===== src/rtl/display_pkg.sv =====
// Shared constants for the 4-digit 7-segment display bus: digit slots,
// segment bit positions, active-high digit encodings and their decoder.
package display_pkg;

  typedef logic [1:0] dig_idx_t;

  localparam dig_idx_t DIG_UNITS  = 2'd0;
  localparam dig_idx_t DIG_DOZENS = 2'd1;
  localparam dig_idx_t DIG_EXTRA  = 2'd2;
  localparam dig_idx_t DIG_STATES = 2'd3;

  // Bit positions inside a segment byte {dp,g,f,e,d,c,b,a}.
  typedef enum int unsigned {
    SEG_A  = 0,
    SEG_B  = 1,
    SEG_C  = 2,
    SEG_D  = 3,
    SEG_E  = 4,
    SEG_F  = 5,
    SEG_G  = 6,
    SEG_DP = 7
  } seg_bit_e;

  // Active-high encodings, dp clear.
  localparam logic [7:0] SEG_0 = 8'h3F;
  localparam logic [7:0] SEG_1 = 8'h06;
  localparam logic [7:0] SEG_2 = 8'h5B;
  localparam logic [7:0] SEG_3 = 8'h4F;
  localparam logic [7:0] SEG_4 = 8'h66;
  localparam logic [7:0] SEG_5 = 8'h6D;
  localparam logic [7:0] SEG_6 = 8'h7D;
  localparam logic [7:0] SEG_7 = 8'h07;
  localparam logic [7:0] SEG_8 = 8'h7F;
  localparam logic [7:0] SEG_9 = 8'h6F;

  // Returns {legal, value}; an unknown pattern yields {0, 0}. dp is not passed in.
  function automatic logic [4:0] seg_decode(input logic [6:0] pat);
    logic [4:0] r;
    r = 5'd0;
    case ({1'b0, pat})
      SEG_0:   r = {1'b1, 4'd0};
      SEG_1:   r = {1'b1, 4'd1};
      SEG_2:   r = {1'b1, 4'd2};
      SEG_3:   r = {1'b1, 4'd3};
      SEG_4:   r = {1'b1, 4'd4};
      SEG_5:   r = {1'b1, 4'd5};
      SEG_6:   r = {1'b1, 4'd6};
      SEG_7:   r = {1'b1, 4'd7};
      SEG_8:   r = {1'b1, 4'd8};
      SEG_9:   r = {1'b1, 4'd9};
      default: r = 5'd0;
    endcase
    return r;
  endfunction

endpackage


===== src/rtl/display_mux_receiver_if.sv =====
// Raw multiplexed display bus as seen on the pins (polarity as driven).
interface display_mux_receiver_if;
  logic [3:0] digits;
  logic [7:0] segments;

  modport master (output digits, output segments);
  modport slave  (input  digits, input  segments);
endinterface


===== src/rtl/seg_settle_filter.sv =====
// Synchronises the raw bus, normalises polarity and waits for each digit
// dwell to hold steady before issuing a single capture (or multi-hot) strobe.
module seg_settle_filter
  import display_pkg::*;
#(
  parameter int SETTLE_CYCLES    = 16,
  parameter bit DIGIT_ACTIVE_LOW = 1'b1,
  parameter bit SEG_ACTIVE_LOW   = 1'b1
) (
  input  logic     clk_i,
  input  logic     rst_i,
  input  logic [3:0] digits_i,
  input  logic [7:0] segments_i,
  output logic     cap_stb_o,
  output dig_idx_t cap_idx_o,
  output logic [7:0] cap_seg_o,
  output logic     multi_stb_o
);

  localparam logic [7:0] SETTLE = 8'(SETTLE_CYCLES);

  logic [3:0] dig_s1_q, dig_s2_q, dig_prev_q;
  logic [7:0] seg_s1_q, seg_s2_q, seg_prev_q;
  logic [7:0] cnt_q, cnt_d;
  logic       captured_q, captured_d;
  logic [3:0] dig_n;
  logic [7:0] seg_n;
  logic       same, fire;

  assign dig_n = DIGIT_ACTIVE_LOW ? ~dig_s2_q : dig_s2_q;
  assign seg_n = SEG_ACTIVE_LOW   ? ~seg_s2_q : seg_s2_q;
  assign same  = (dig_n == dig_prev_q) && (seg_n == seg_prev_q);

  // The previous sample has been stable long enough; it is the one captured.
  assign fire        = (cnt_q == SETTLE) && !captured_q;
  assign cap_stb_o   = fire && $onehot(dig_prev_q);
  assign multi_stb_o = fire && !$onehot0(dig_prev_q);
  assign cap_seg_o   = seg_prev_q;

  // One-hot digit vector to slot index.
  always_comb begin
    cap_idx_o = DIG_UNITS;
    case (dig_prev_q)
      4'b0010: cap_idx_o = DIG_DOZENS;
      4'b0100: cap_idx_o = DIG_EXTRA;
      4'b1000: cap_idx_o = DIG_STATES;
      default: cap_idx_o = DIG_UNITS;
    endcase
  end

  // Settle counter and once-per-dwell flag; a new sample restarts both.
  always_comb begin
    cnt_d      = cnt_q;
    captured_d = captured_q;
    if (fire && (dig_prev_q != 4'b0000)) captured_d = 1'b1;
    if (!same) begin
      cnt_d      = 8'd0;
      captured_d = 1'b0;
    end else if (cnt_q != SETTLE) begin
      cnt_d = cnt_q + 8'd1;
    end
  end

  // Synchroniser, previous-sample store and settle state.
  always_ff @(posedge clk_i) begin
    if (rst_i) begin
      dig_s1_q   <= '0;
      dig_s2_q   <= '0;
      seg_s1_q   <= '0;
      seg_s2_q   <= '0;
      dig_prev_q <= '0;
      seg_prev_q <= '0;
      cnt_q      <= '0;
      captured_q <= 1'b0;
    end else begin
      dig_s1_q   <= digits_i;
      dig_s2_q   <= dig_s1_q;
      seg_s1_q   <= segments_i;
      seg_s2_q   <= seg_s1_q;
      dig_prev_q <= dig_n;
      seg_prev_q <= seg_n;
      cnt_q      <= cnt_d;
      captured_q <= captured_d;
    end
  end

endmodule


===== src/rtl/display_mux_receiver.sv =====
// Display bus monitor: collects one capture per digit slot into shadows and
// publishes all four digits plus the decoded value once a frame is complete.
module display_mux_receiver
  import display_pkg::*;
#(
  parameter int SETTLE_CYCLES    = 16,
  parameter int TIMEOUT_CYCLES   = 1048576,
  parameter bit DIGIT_ACTIVE_LOW = 1'b1,
  parameter bit SEG_ACTIVE_LOW   = 1'b1
) (
  input  logic clock_50MHz,
  input  logic reset,
  display_mux_receiver_if.slave disp_bus,
  output logic [7:0] seg_states,
  output logic [7:0] seg_extra,
  output logic [7:0] seg_dozens,
  output logic [7:0] seg_units,
  output logic [1:0] dozens,
  output logic [3:0] units,
  output logic       value_ok,
  output logic       frame_valid,
  output logic       stale,
  output logic       bus_error
);

  localparam logic [20:0] TMO = 21'(TIMEOUT_CYCLES);

  logic       cap_stb, multi_stb;
  dig_idx_t   cap_idx;
  logic [7:0] cap_seg;

  logic [7:0]  shadow_q [4];
  logic [3:0]  seen_q, seen_d, cap_mask;
  logic [20:0] tmo_q, tmo_d;
  logic        complete;
  logic [7:0]  seg_states_q, seg_extra_q, seg_dozens_q, seg_units_q;
  logic [1:0]  dozens_q;
  logic [3:0]  units_q;
  logic        value_ok_q, frame_valid_q, stale_q, bus_error_q;
  logic [4:0]  units_dec, dozens_dec;
  logic        dozens_legal;

  seg_settle_filter #(
    .SETTLE_CYCLES   (SETTLE_CYCLES),
    .DIGIT_ACTIVE_LOW(DIGIT_ACTIVE_LOW),
    .SEG_ACTIVE_LOW  (SEG_ACTIVE_LOW)
  ) u_filter (
    .clk_i      (clock_50MHz),
    .rst_i      (reset),
    .digits_i   (disp_bus.digits),
    .segments_i (disp_bus.segments),
    .cap_stb_o  (cap_stb),
    .cap_idx_o  (cap_idx),
    .cap_seg_o  (cap_seg),
    .multi_stb_o(multi_stb)
  );

  assign units_dec    = seg_decode(shadow_q[DIG_UNITS][6:0]);
  assign dozens_dec   = seg_decode(shadow_q[DIG_DOZENS][6:0]);
  assign dozens_legal = dozens_dec[4] && (dozens_dec[3:2] == 2'b00);
  assign complete     = (seen_q == 4'b1111);

  // Seen-mask and timeout next state; a capture landing on completion
  // starts the next frame instead of being lost.
  always_comb begin
    cap_mask = cap_stb ? (4'b0001 << cap_idx) : 4'b0000;
    seen_d   = complete ? cap_mask : (seen_q | cap_mask);
    if (complete)         tmo_d = '0;
    else if (tmo_q < TMO) tmo_d = tmo_q + 21'd1;
    else                  tmo_d = TMO;
  end

  // Shadows, frame publication, timeout and error pulse.
  always_ff @(posedge clock_50MHz) begin
    if (reset) begin
      for (int i = 0; i < 4; i++) shadow_q[i] <= '0;
      seen_q        <= '0;
      tmo_q         <= '0;
      seg_states_q  <= '0;
      seg_extra_q   <= '0;
      seg_dozens_q  <= '0;
      seg_units_q   <= '0;
      dozens_q      <= '0;
      units_q       <= '0;
      value_ok_q    <= 1'b0;
      frame_valid_q <= 1'b0;
      stale_q       <= 1'b0;
      bus_error_q   <= 1'b0;
    end else begin
      seen_q        <= seen_d;
      tmo_q         <= tmo_d;
      stale_q       <= (tmo_d == TMO);
      bus_error_q   <= multi_stb;
      frame_valid_q <= complete;
      if (cap_stb) shadow_q[cap_idx] <= cap_seg;
      if (complete) begin
        seg_states_q <= shadow_q[DIG_STATES];
        seg_extra_q  <= shadow_q[DIG_EXTRA];
        seg_dozens_q <= shadow_q[DIG_DOZENS];
        seg_units_q  <= shadow_q[DIG_UNITS];
        dozens_q     <= dozens_legal ? dozens_dec[1:0] : 2'd0;
        units_q      <= units_dec[3:0];
        value_ok_q   <= units_dec[4] && dozens_legal;
      end
    end
  end

  assign seg_states  = seg_states_q;
  assign seg_extra   = seg_extra_q;
  assign seg_dozens  = seg_dozens_q;
  assign seg_units   = seg_units_q;
  assign dozens      = dozens_q;
  assign units       = units_q;
  assign value_ok    = value_ok_q;
  assign frame_valid = frame_valid_q;
  assign stale       = stale_q;
  assign bus_error   = bus_error_q;

endmodule

===== src/flat_wrapper.sv =====
// flat-port wrapper written by rule: the top's interface ports become plain ports
module display_mux_receiver_flat import display_pkg::*;
#(
  parameter int SETTLE_CYCLES    = 16,
  parameter int TIMEOUT_CYCLES   = 1048576,
  parameter bit DIGIT_ACTIVE_LOW = 1'b1,
  parameter bit SEG_ACTIVE_LOW   = 1'b1
)
  (clock_50MHz, reset, seg_states, seg_extra, seg_dozens, seg_units, dozens, units, value_ok, frame_valid, stale, bus_error, disp_bus_digits, disp_bus_segments);
  display_mux_receiver_if disp_bus_i ();
  input  logic clock_50MHz;
  input  logic reset;
  output logic [7:0] seg_states;
  output logic [7:0] seg_extra;
  output logic [7:0] seg_dozens;
  output logic [7:0] seg_units;
  output logic [1:0] dozens;
  output logic [3:0] units;
  output logic value_ok;
  output logic frame_valid;
  output logic stale;
  output logic bus_error;
  input wire logic [$bits(disp_bus_i.digits)-1:0] disp_bus_digits;
  input wire logic [$bits(disp_bus_i.segments)-1:0] disp_bus_segments;
  assign disp_bus_i.digits = disp_bus_digits;
  assign disp_bus_i.segments = disp_bus_segments;
  display_mux_receiver #(.SETTLE_CYCLES(SETTLE_CYCLES), .TIMEOUT_CYCLES(TIMEOUT_CYCLES), .DIGIT_ACTIVE_LOW(DIGIT_ACTIVE_LOW), .SEG_ACTIVE_LOW(SEG_ACTIVE_LOW)) u_core (.clock_50MHz(clock_50MHz), .reset(reset), .disp_bus(disp_bus_i), .seg_states(seg_states), .seg_extra(seg_extra), .seg_dozens(seg_dozens), .seg_units(seg_units), .dozens(dozens), .units(units), .value_ok(value_ok), .frame_valid(frame_valid), .stale(stale), .bus_error(bus_error));
endmodule

===== config.mk =====
export PLATFORM = sky130hd
export DESIGN_NAME = display_mux_receiver_flat
export DESIGN_NICKNAME = d
export VERILOG_FILES = /design/src/rtl/display_pkg.sv /design/src/rtl/display_mux_receiver_if.sv /design/src/rtl/seg_settle_filter.sv /design/src/rtl/display_mux_receiver.sv /design/src/flat_wrapper.sv
export SDC_FILE = /design/constraint.sdc
export NUM_CORES = 1
export LEC_CHECK = 0
export ABC_AREA = 1
export CELL_PAD_IN_SITES_DETAIL_PLACEMENT = 1
export CELL_PAD_IN_SITES_GLOBAL_PLACEMENT = 1
export CORE_AREA = 5 5 119 121
export DETAILED_ROUTE_END_ITERATION = 16
export DIE_AREA = 0 0 124 126
export MAX_ROUTING_LAYER = met4
export PLACE_DENSITY = 0.95
export RECOVER_POWER = 25
export SLEW_MARGIN = 20
export SYNTH_ARGS = -nofsm -noshare
export SYNTH_HDL_FRONTEND = slang
export SYNTH_HIERARCHICAL = 1
export SYNTH_SLANG_ARGS = --single-unit

===== constraint.sdc =====
create_clock -name clock_50MHz -period 4.4 [get_ports clock_50MHz]
set_input_delay 0.44 -clock clock_50MHz [delete_from_list [all_inputs] [get_ports clock_50MHz]]
set_output_delay 0.44 -clock clock_50MHz [all_outputs]
set_load 0.03 [all_outputs]

==> impl_metrics.prom, run 1 <==
# TYPE chip_impl_metric gauge
chip_impl_metric{name="vias",unit=""} 5138
chip_impl_metric{name="timing.final.hold_violations",unit=""} 0
chip_impl_metric{name="placement_rows",unit=""} 42
chip_impl_info{name="hold_path.startpoint",value="u_core/u_filter/seg_s1_q[7]$_SDFF_PP0_"} 1
chip_impl_metric{name="share_of_flip_flops_with_an_asynchronous_set_or_reset",unit=""} 0
chip_impl_metric{name="layout_worst_path_cycle_share",unit=""} 0.820
chip_impl_info{name="layout_top_registers",value="u_core/shadow_q x32, u_core/tmo_q x21"} 1
chip_impl_metric{name="numPortBuffers",unit=""} 55
chip_impl_metric{name="max_cap_viol_count",unit=""} 1
chip_impl_info{name="clock_tree.root_cell",value="clkbuf_16"} 1
chip_impl_info{name="crit_chain",value="clkbuf_1 > clkbuf_1 > nor2_1 > clkbuf_1 > inv_1 > o21ai_0"} 1
chip_impl_info{name="ys_top_cells_by_area",value="dfxtp_1, edfxtp_1, nor2_1"} 1
chip_impl_metric{name="drc_violation_count_after_routing",unit=""} 0
chip_impl_metric{name="switching_share",unit=""} 0.237
chip_impl_metric{name="cts.repair.resized",unit=""} 0
chip_impl_metric{name="chipWidth",unit="µm"} 124
chip_impl_metric{name="reg2reg_depth",unit=""} 10
chip_impl_metric{name="timing.fmax",unit="GHz"} 0.277
chip_impl_info{name="synth_top_cell_by_area",value="dfxtp_1"} 1
chip_impl_metric{name="cell_internal_pwr",unit="W"} 0.00225
chip_impl_metric{name="leakage_power",unit="nW"} 2.98
chip_impl_metric{name="timing.clock.skew",unit="ns"} 0.0139
chip_impl_metric{name="cts-htree-levels",unit=""} 4
chip_impl_info{name="timing.critical_path.max_delay_family",value="buffers and inverters"} 1
chip_impl_metric{name="power.share.sequential",unit=""} 0.480
chip_impl_metric{name="irDropWorstVdd",unit="V"} 0.000232
chip_impl_info{name="max_used_layer",value="met4"} 1
chip_impl_metric{name="largest_register_ff_count",unit=""} 32
chip_impl_info{name="critical_path.most_common_cell",value="clkbuf_1"} 1
chip_impl_metric{name="starting_density_of_the_core",unit=""} 0.452
chip_impl_metric{name="ioPinCount",unit=""} 56
chip_impl_info{name="largest-register",value="u_core/shadow_q"} 1
chip_impl_metric{name="postRouteWirelength",unit="mm"} 18.3
chip_impl_info{name="critical_path.reg2reg.startpoint",value="u_core/u_filter/dig_prev_q[3]$_SDFF_PP0_"} 1
chip_impl_info{name="violations",value="max-capacitance violations, max-slew violations"} 1
chip_impl_info{name="setup.worst_path.class",value="in2reg"} 1
chip_impl_metric{name="dp_hpwl",unit="mm"} 11.5
chip_impl_metric{name="final-setup-viol-count",unit=""} 0
chip_impl_metric{name="period_minus_slack",unit="ns"} 3.61
chip_impl_metric{name="worst-r2r-setup-slack",unit="ns"} 0.94
chip_impl_metric{name="global_route_wire_length_before_repair",unit="mm"} 29.2
chip_impl_metric{name="globalRoute.totalOverflow",unit=""} 0
chip_impl_metric{name="tightest_slew",unit="ns"} 2.58
chip_impl_metric{name="detail_route.first_pass.iterations",unit=""} 4
chip_impl_metric{name="cpPeakStageDelay",unit="ns"} 1.84
chip_impl_metric{name="powerDensity",unit="nW/µm²"} 412
chip_impl_metric{name="first_global_vias",unit=""} 5469
chip_impl_metric{name="grt_use_total",unit=""} 0.252
chip_impl_info{name="hp-class",value="reg2reg"} 1
chip_impl_metric{name="cts-buffers-inserted",unit=""} 17
chip_impl_info{name="hold_path_end",value="u_core/u_filter/seg_s2_q[7]$_SDFF_PP0_"} 1
chip_impl_metric{name="placeableCoreArea",unit="µm²"} 13000
chip_impl_metric{name="hold_critical_path_depth",unit=""} 2
chip_impl_metric{name="p_total",unit="W"} 0.00295
chip_impl_metric{name="route.detailed.wl_per_inst",unit="µm"} 19.1
chip_impl_metric{name="route.met2.wl",unit="mm"} 9.89
chip_impl_metric{name="insertion_delay",unit="ns"} 0.43
chip_impl_metric{name="drt.antenna.violating_nets",unit=""} 0
chip_impl_metric{name="final_layout_size_suffix_gt1_frac",unit=""} 0.0769
chip_impl_info{name="run_status",value="finished, violations left"} 1
chip_impl_metric{name="syn_nets",unit=""} 728
chip_impl_info{name="synth_ff_type",value="dfxtp_1"} 1
chip_impl_metric{name="relSlewSlack",unit=""} -0.723
chip_impl_metric{name="gpl.final_weighted_congestion",unit=""} 0.877
chip_impl_metric{name="die_outline_area",unit="µm²"} 15600
chip_impl_metric{name="holdBufCountCts",unit=""} 0
chip_impl_info{name="rsz0062_at_grt",value="no"} 1
chip_impl_metric{name="post_cts.repair.setup_buffers",unit=""} 0
chip_impl_metric{name="antenna_cells",unit=""} 0
chip_impl_metric{name="met1Wirelength",unit="mm"} 6.74
chip_impl_metric{name="chipHeight",unit="µm"} 126
chip_impl_info{name="tritoncts",value="built"} 1
chip_impl_metric{name="synth_seq_area_share",unit=""} 0.546
chip_impl_info{name="critPathCaptureType",value="flop"} 1
chip_impl_metric{name="detailedRoute.firstIterationViolations",unit=""} 413
chip_impl_metric{name="antenna_violations_before_repair",unit=""} 0
chip_impl_metric{name="p_sw",unit="W"} 0.000698
chip_impl_info{name="reg2reg_to",value="u_core/shadow_q[1][0]$_SDFFCE_PN0P_"} 1
chip_impl_metric{name="critical_path_arrival",unit="ns"} 3.90
chip_impl_info{name="startpoint_type",value="input pin"} 1
chip_impl_metric{name="syn-cell-area",unit="µm²"} 5870
chip_impl_metric{name="power_frac_comb",unit=""} 0.042
chip_impl_metric{name="crit_buf_inv",unit=""} 4
chip_impl_metric{name="synthCells",unit=""} 705
chip_impl_info{name="cp_slowest_cell",value="clkbuf_1"} 1
chip_impl_metric{name="yosys_register_bits",unit=""} 144
chip_impl_metric{name="design.final.nets",unit=""} 790
chip_impl_metric{name="critical_path.max_fanout",unit=""} 60
chip_impl_metric{name="avgSynthCellArea",unit="µm²"} 8.32
chip_impl_metric{name="synth.lib_cells_used.distinct",unit=""} 36
chip_impl_metric{name="tns",unit="ns"} 0
chip_impl_metric{name="worst_ep_required_time",unit="ns"} 4.69
chip_impl_metric{name="synth-warning-count",unit=""} 6
chip_impl_metric{name="area_delta_synth_final",unit="%"} 21.8
chip_impl_metric{name="number_of_enable_type_register_cells_in_the_synthesized_netlist",unit=""} 32
chip_impl_metric{name="numClockSinks",unit=""} 144
chip_impl_metric{name="bufs_on_longest_clock_path",unit=""} 2
chip_impl_metric{name="final_critical_path_setup_slack",unit="ns"} 0.793
chip_impl_metric{name="clkSlewWorstSetupHoldPaths",unit="ns"} 0.06
chip_impl_metric{name="count_of_final_max_slew_check_failures",unit=""} 61
chip_impl_metric{name="maximum_number_of_pins_on_one_net_before_global_route_repair",unit=""} 61
chip_impl_metric{name="yosysTopAreaCellShare",unit=""} 0.382
chip_impl_metric{name="clockPowerShare",unit=""} 0.477
chip_impl_metric{name="route.met3.wl",unit="µm"} 723
chip_impl_metric{name="detail_route.vias_per_cell",unit=""} 5.37
chip_impl_metric{name="place_ws",unit="ns"} 1.11
cells in the mapped netlist, types with 2 or more instances:
master    instances
nor2_1          142
nand2_1         138
dfxtp_1         112
inv_1            92
nand3_1          34
edfxtp_1         32
o21ai_0          22
a22o_1           18
nand4_1          17
nor3_1           15
clkbuf_1          9
a21oi_1           8
ha_1              8
nor2_2            8
nand3_2           6
nor2_4            6
buf_2             5
xor2_1            5
a31oi_1           3
o21bai_1          3
xnor2_1           3
inv_2             2
nand2_2           2
o31ai_1           2
or2_2             2
cell usage in the layout, fill, tap and decap left out, types with 6 or more instances in the layout:
cell type and count:
nand4_1 17, ha_1 8, nor2_2 7, dfxtp_1 112, a21oi_1 8, edfxtp_1 32
nor3_1 15, nor2_4 6, o21ai_0 22, nor2_1 143, a22o_1 18, nand3_1 35
clkdlybuf4s50_1 54, nand2_1 138, inv_1 92, clkbuf_16 20
power groups by stage:
| stage | Clock (W) | Sequential [W] | Combinational, W |
|---|---|---|---|
| 5_1_grt | 0.00149 | 0.00142 | 0.000138 |
| 3_3_place_gp | 0 | 0.00144 | 0.000106 |
| 6_report | 0.00141 | 0.00142 | 0.000125 |
| 4_1_cts | 0.00143 | 0.00141 | 0.000124 |
| 3_5_place_dp | 0 | 0.00144 | 0.000117 |
| 2_1_floorplan | 0 | 0.00143 | 0.0000772 |
tightest hold or removal path: stages (launching register included):
cell and delay (ns):
dfxtp_1 0.29, inv_1 0.04, nor2_1 0.03
how the worst max path moves through the flow:
| stage | from | to | slack, ns | cells after the start |
|---|---|---|---|---|
| finish | reset | u_core/units[0]$_SDFFE_PP0N_ | 0.79 | 6 |
| floorplan | u_core/u_filter/dig_prev_q[1]$_SDFF_PP0_ | u_core/shadow_q[1][0]$_SDFFCE_PN0P_ | 1.63 | 10 |
| global route | reset | u_core/seen_q[3]$_SDFF_PP0_ | 0.42 | 6 |
| detailed placement | u_core/u_filter/dig_prev_q[3]$_SDFF_PP0_ | u_core/shadow_q[0][5]$_SDFFCE_PN0P_ | 1.11 | 10 |
| CTS | u_core/u_filter/dig_prev_q[3]$_SDFF_PP0_ | u_core/shadow_q[0][2]$_SDFFCE_PN0P_ | 0.96 | 10 |
| global placement | u_core/u_filter/dig_prev_q[1]$_SDFF_PP0_ | u_core/shadow_q[1][4]$_SDFFCE_PN0P_ | 1.41 | 10 |
layout make-up:
cell class	instances	area, µm²
sequential	144	3200
tap	176	220
clock buffer	22	508
multi-input combinational	452	2230
fill	1571	5840
clock inverter	10	70.1
timing repair buffer	58	557
inverter	94	353
through the flow:
stage	std cells	utilization	area, µm²	hold WS, ns
2_1_floorplan	705	-	5870	0.388
3_3_place_gp	924	0.508	6590	0.390
3_5_place_dp	924	0.508	6590	0.397
4_1_cts	956	0.552	7170	0.407
5_1_grt	956	0.550	7140	0.423
6_report	956	0.550	7140	0.402
kinds of logic (layout without fill, tap and decap cells):
group / count (synthesis) / count (layout) / synth area share
flip-flops: 144 / 144 / 0.546
AO/OA/AOI/OAI: 60 / 60 / 0.0676
XOR/XNOR: 8 / 8 / 0.0119
buffers and inverters: 109 / 184 / 0.0721
AND/OR/NAND/NOR: 375 / 375 / 0.282
adder cells (fa/ha/maj): 9 / 9 / 0.0205
per-layer routing:
metal,up-vias,track usage
met5,-,-
met4,0,0.149
met3,61,0.0471
met2,167,0.441
met1,2529,0.260
li1,2381,-
(Power assumes the default switching activity.)
==> run 2: changes to the inputs <==
CORE_AREA = 5 5 129 131   (was 5 5 119 121)
DIE_AREA = 0 0 134 136   (was 0 0 124 126)
PLACE_DENSITY = 0.87   (was 0.95)
clock period = 2.98 ns   (was 4.4 ns; I/O delays follow)
==> run 2 against run 1 <==
The flow still finishes with violations (max-capacitance violations, max-slew violations). Routed wire length fell by 20%. Worst setup slack got worse by 0.64 ns. Sequential power rose by 46%. Global-route usage fell by 8.0 points.
==> impl_metrics.prom, run 2 (synthesized netlist as in run 1, its figures left out) <==
# TYPE chip_impl_metric gauge
chip_impl_metric{name="largest_register_ff_count",unit=""} 32
chip_impl_metric{name="leakage_power",unit="nW"} 3.01
chip_impl_metric{name="timing.final.hold_violations",unit=""} 0
chip_impl_metric{name="place_area",unit="µm²"} 6650
chip_impl_metric{name="critical_path_arrival",unit="ns"} 2.91
chip_impl_metric{name="place_ws",unit="ns"} 0.227
chip_impl_metric{name="final_layout_size_suffix_gt1_frac",unit=""} 0.0854
chip_impl_metric{name="first_global_vias",unit=""} 4925
chip_impl_metric{name="gpl.final_weighted_congestion",unit=""} 0.832
chip_impl_metric{name="vias",unit=""} 4796
chip_impl_metric{name="grt_use_met1",unit=""} 0.186
chip_impl_info{name="commonest_non_fill_non_tap_cell_in_the_layout",value="nor2_1"} 1
chip_impl_metric{name="drt.antenna.violating_nets",unit=""} 0
chip_impl_metric{name="chipWidth",unit="µm"} 134
chip_impl_metric{name="post_cts.repair.setup_buffers",unit=""} 0
chip_impl_metric{name="max_cap_viol_count",unit=""} 1
chip_impl_metric{name="cts-buffers-inserted",unit=""} 17
chip_impl_info{name="largest-register",value="u_core/shadow_q"} 1
chip_impl_metric{name="placeableCoreArea",unit="µm²"} 15500
chip_impl_info{name="layout_top_registers",value="u_core/shadow_q x32, u_core/tmo_q x21"} 1
chip_impl_metric{name="detail_route.vias_per_cell",unit=""} 4.91
chip_impl_metric{name="finalInstanceArea",unit="µm²"} 7220
chip_impl_info{name="clock_tree.root_cell",value="clkbuf_16"} 1
chip_impl_metric{name="route.detailed.wl_per_inst",unit="µm"} 15.0
chip_impl_metric{name="final_critical_path_setup_slack",unit="ns"} 0.155
chip_impl_metric{name="timing.fmax",unit="GHz"} 0.354
chip_impl_metric{name="detail_route.first_pass.iterations",unit=""} 4
chip_impl_metric{name="numClockSinks",unit=""} 144
chip_impl_metric{name="bufs_on_longest_clock_path",unit=""} 2
chip_impl_metric{name="numPortBuffers",unit=""} 55
chip_impl_metric{name="antenna_cells",unit=""} 0
chip_impl_metric{name="critical_path.max_fanout",unit=""} 8
chip_impl_metric{name="global_route_wire_length_before_repair",unit="mm"} 24.1
chip_impl_metric{name="irDropWorstVdd",unit="V"} 0.000333
chip_impl_info{name="tritoncts",value="built"} 1
chip_impl_metric{name="cts.repair.resized",unit=""} 0
chip_impl_metric{name="timing.clock.skew",unit="ns"} 0.0118
chip_impl_metric{name="hold-worst-slack",unit="ns"} 0.291
chip_impl_metric{name="starting_density_of_the_core",unit=""} 0.379
chip_impl_info{name="startpoint_type",value="flop"} 1
chip_impl_info{name="most_frequent_cells_in_the_layout",value="nor2_1, nand2_1, dfxtp_1, inv_1, clkdlybuf4s50_1"} 1
chip_impl_metric{name="placement_rows",unit=""} 46
chip_impl_metric{name="worst_ep_required_time",unit="ns"} 3.06
chip_impl_metric{name="count_of_final_max_slew_check_failures",unit=""} 44
chip_impl_metric{name="tns",unit="ns"} 0
chip_impl_metric{name="design.final.nets",unit=""} 795
chip_impl_metric{name="chipHeight",unit="µm"} 136
chip_impl_metric{name="dp_hpwl",unit="mm"} 10.6
chip_impl_metric{name="final-setup-viol-count",unit=""} 0
chip_impl_metric{name="globalRoute.totalOverflow",unit=""} 0
chip_impl_metric{name="grtUsageMet2",unit=""} 0.310
chip_impl_info{name="hp-class",value="in2reg"} 1
chip_impl_metric{name="insertion_delay",unit="ns"} 0.42
chip_impl_metric{name="cts-htree-levels",unit=""} 4
chip_impl_info{name="run_status",value="finished, violations left"} 1
chip_impl_metric{name="detailedRoute.firstIterationViolations",unit=""} 226
chip_impl_metric{name="layout_worst_path_cycle_share",unit=""} 0.948
chip_impl_metric{name="period_minus_slack",unit="ns"} 2.82
chip_impl_metric{name="relSlewSlack",unit=""} -0.155
chip_impl_metric{name="worst-r2r-setup-slack",unit="ns"} 0.16
chip_impl_info{name="critPathCaptureType",value="flop"} 1
chip_impl_metric{name="ioPinCount",unit=""} 56
chip_impl_metric{name="gr-usage-met3",unit=""} 0.0359
chip_impl_metric{name="drc_violation_count_after_routing",unit=""} 0
chip_impl_metric{name="maximum_number_of_pins_on_one_net_before_global_route_repair",unit=""} 44
chip_impl_metric{name="antenna_violations_before_repair",unit=""} 0
chip_impl_metric{name="clkSlewWorstSetupHoldPaths",unit="ns"} 0.06
chip_impl_metric{name="area_delta_synth_final",unit="%"} 23.1
chip_impl_info{name="busiest_layer",value="met2"} 1
chip_impl_metric{name="die_outline_area",unit="µm²"} 18200
chip_impl_metric{name="holdBufCountCts",unit=""} 0
chip_impl_metric{name="powerDensity",unit="nW/µm²"} 601
chip_impl_info{name="violations",value="max-capacitance violations, max-slew violations"} 1
chip_impl_metric{name="postRouteWirelength",unit="mm"} 14.7
chip_impl_metric{name="tightest_slew",unit="ns"} 1.73
chip_impl_metric{name="grt_use_total",unit=""} 0.173
chip_impl_info{name="setup.worst_path.class",value="reg2reg"} 1
-- run 2: area by class of cell --
type | count | area (µm²)
repair buffers | 63 | 598
fillers | 1825 | 8260
flip-flops and latches | 144 | 3200
inverters | 94 | 353
clock inverters | 10 | 85.1
well taps | 192 | 240
clock buffers | 22 | 508
multi-input cells | 452 | 2240
-- run 2: routing by layer --
layer,up-vias,wire length [µm]
li1,2400,-
met3,20,507
met4,0,323
met2,88,7720
met1,2288,6110
met5,-,0
-- run 2: final timing paths --
kind | start | endpoint | cells after the start
setup / recovery | u_core/u_filter/dig_prev_q[1]$_SDFF_PP0_ | u_core/shadow_q[1][6]$_SDFFCE_PN0P_ | 10
hold / removal | reset | u_core/tmo_q[11]$_SDFF_PP0_ | 2
hold reg to reg | u_core/u_filter/seg_s1_q[0]$_SDFF_PP0_ | u_core/u_filter/seg_s2_q[0]$_SDFF_PP0_ | 2
setup reg to reg | u_core/u_filter/dig_prev_q[1]$_SDFF_PP0_ | u_core/shadow_q[1][6]$_SDFFCE_PN0P_ | 10
-- run 2: report_power, final --
group | total [W] | switching, W | internal (W)
sequential | 0.00208 | 0.0000393 | 0.00204
combinational | 0.000173 | 0.000114 | 0.0000586
clock | 0.00209 | 0.000852 | 0.00123
total | 0.00434 | 0.00101 | 0.00334
-- run 2: worst max-delay path: stages (launching register included) --
cell     delay, ns
dfxtp_1       0.42
fa_1          0.47
ha_1          0.23
ha_1          0.28
nor2_1        0.10
nand2_1       0.06
nor3_1        0.26
nand2_1       0.13
nor2_1        0.14
nand2_1       0.10
nand2_1       0.29
-- run 2: stage by stage --
| stage | std cells | power [W] | utilization |
|---|---|---|---|
| after global placement | 945 | 0.00228 | 0.429 |
| after floorplan | 705 | 0.00223 | - |
| final | 977 | 0.00434 | 0.467 |
| after detailed placement | 945 | 0.00229 | 0.429 |
| after global routing | 977 | 0.00450 | 0.467 |
| after CTS | 977 | 0.00439 | 0.468 |
==> patch (flow settings as in run 1) <==
Remove the register `bus_error_q`: a continuous assignment takes its place, so the output `bus_error` follows one clock earlier.
--- a/src/rtl/display_mux_receiver.sv
+++ b/src/rtl/display_mux_receiver.sv
@@ -87,3 +87,2 @@
       stale_q       <= 1'b0;
-      bus_error_q   <= 1'b0;
     end else begin
@@ -92,3 +91,2 @@
       stale_q       <= (tmo_d == TMO);
-      bus_error_q   <= multi_stb;
       frame_valid_q <= complete;
@@ -107,2 +105,4 @@
 
+  assign bus_error_q = multi_stb;
+
   assign seg_states  = seg_states_q;
Function: same outputs for any inputs over 10 cycles, from zero or initial values and one cycle with reset high; that may be too few to reach the edited logic, so the function may still have changed.
==> patch against run 1 <==
- the flow still finishes with violations (capacitance limit, slew limit)
- utilization decreased by 0.11 points
- routed wire length down 18%
- worst hold slack better by 0.0094 ns
- total power up 3.6%
- sequential cell count shrank 1
- die area did not move
- worst setup slack better by 0.25 ns
- clock power is 9% higher
- final area shrank 0.19%
- area after synthesis decreased by 1.3%
==> patch: results (changes against run 1) <==
status complete, but fails checks; failing checks capacitance limit, slew limit; met3 global-route usage 4.80% (+0.090 points); First DRT Iteration DRCs 206 (-50%); Routed WL 15.0 mm (-18%); area share of fa/ha/maj cells after synthesis 2.08% (+0.028 points); vias in the first global route 5243 (-4.1%); sequential area share after synthesis 55.0% (+0.40 points); CP delay by family, top simple AND/OR/NAND/NOR gates; WP data arrival 3.44 ns (-0.46 ns); final slew viol count 59 (-3.3%); Fin Hold WS 0.412 ns (+0.00938 ns); crit path launch u_core/u_filter/dig_prev_q[1]; Hold Startpoint u_core/u_filter/dig_s1_q[0]; Max Cap Viol 1 (unchanged); met2 usage 36.5% (-7.6 points); peak supply drop 0.234 mV (+0.91%); Worst-Margin Slew 2.48 ns (-0.108 ns); Pleak 0.00296 uW (-0.73%); gpl congestion 0.839 (-4.3%); met2 wire len 7.93 mm (-20%); largest cells by area after synthesis dfxtp_1 38%, edfxtp_1 17%, nor2_1 8.9%; via count 4821 (-6.2%); XOR/XNOR share of the synthesized area 1.06% (-0.14 points); RR Endpoint u_core/shadow_q[1][5]; slowest stage delay, CP 0.46 ns (-1.38 ns); DRT met1 WL 6.01 mm (-11%); DR WL met3 632 microns (-13%); Yosys cell types 40 (+11%)
==> patch: changes by cell type after synthesis, sizes merged, moves of 2 or more <==
cell / run 1 / this run
a211oi: 0 / 4
buf: 6 / 4
o21ai: 23 / 29
inv: 94 / 103
nor2: 156 / 148
nand2: 141 / 136
nor3: 16 / 11
nand4: 17 / 11
a31oi: 3 / 1
==> patch: stage by stage <==
step                cell area, sq um  std cells  util (%)
finish                          7130        949      54.9
CTS                             7150        949      55.1
floorplan                       5790        698         -
detailed placement              6510        917      50.1
global route                    7130        949      54.9
global placement                6510        917      50.1
==> patch: power breakdown <==
group	internal (uW)	total, uW	switching [uW]
sequential	1380	1400	26.4
combinational	39.1	117	78.1
clock	985	1530	548
==> patch: final cells by class <==
class	instances	share of cell area (%)
Sequential cell	143	44.6
Timing Repair Buffer	57	7.79
Multi-Input combinational cell	438	30.1
Tap cell	176	3.09
Clock inverter	12	2.53
Inverter	103	5.42
Clock buffer	20	6.42
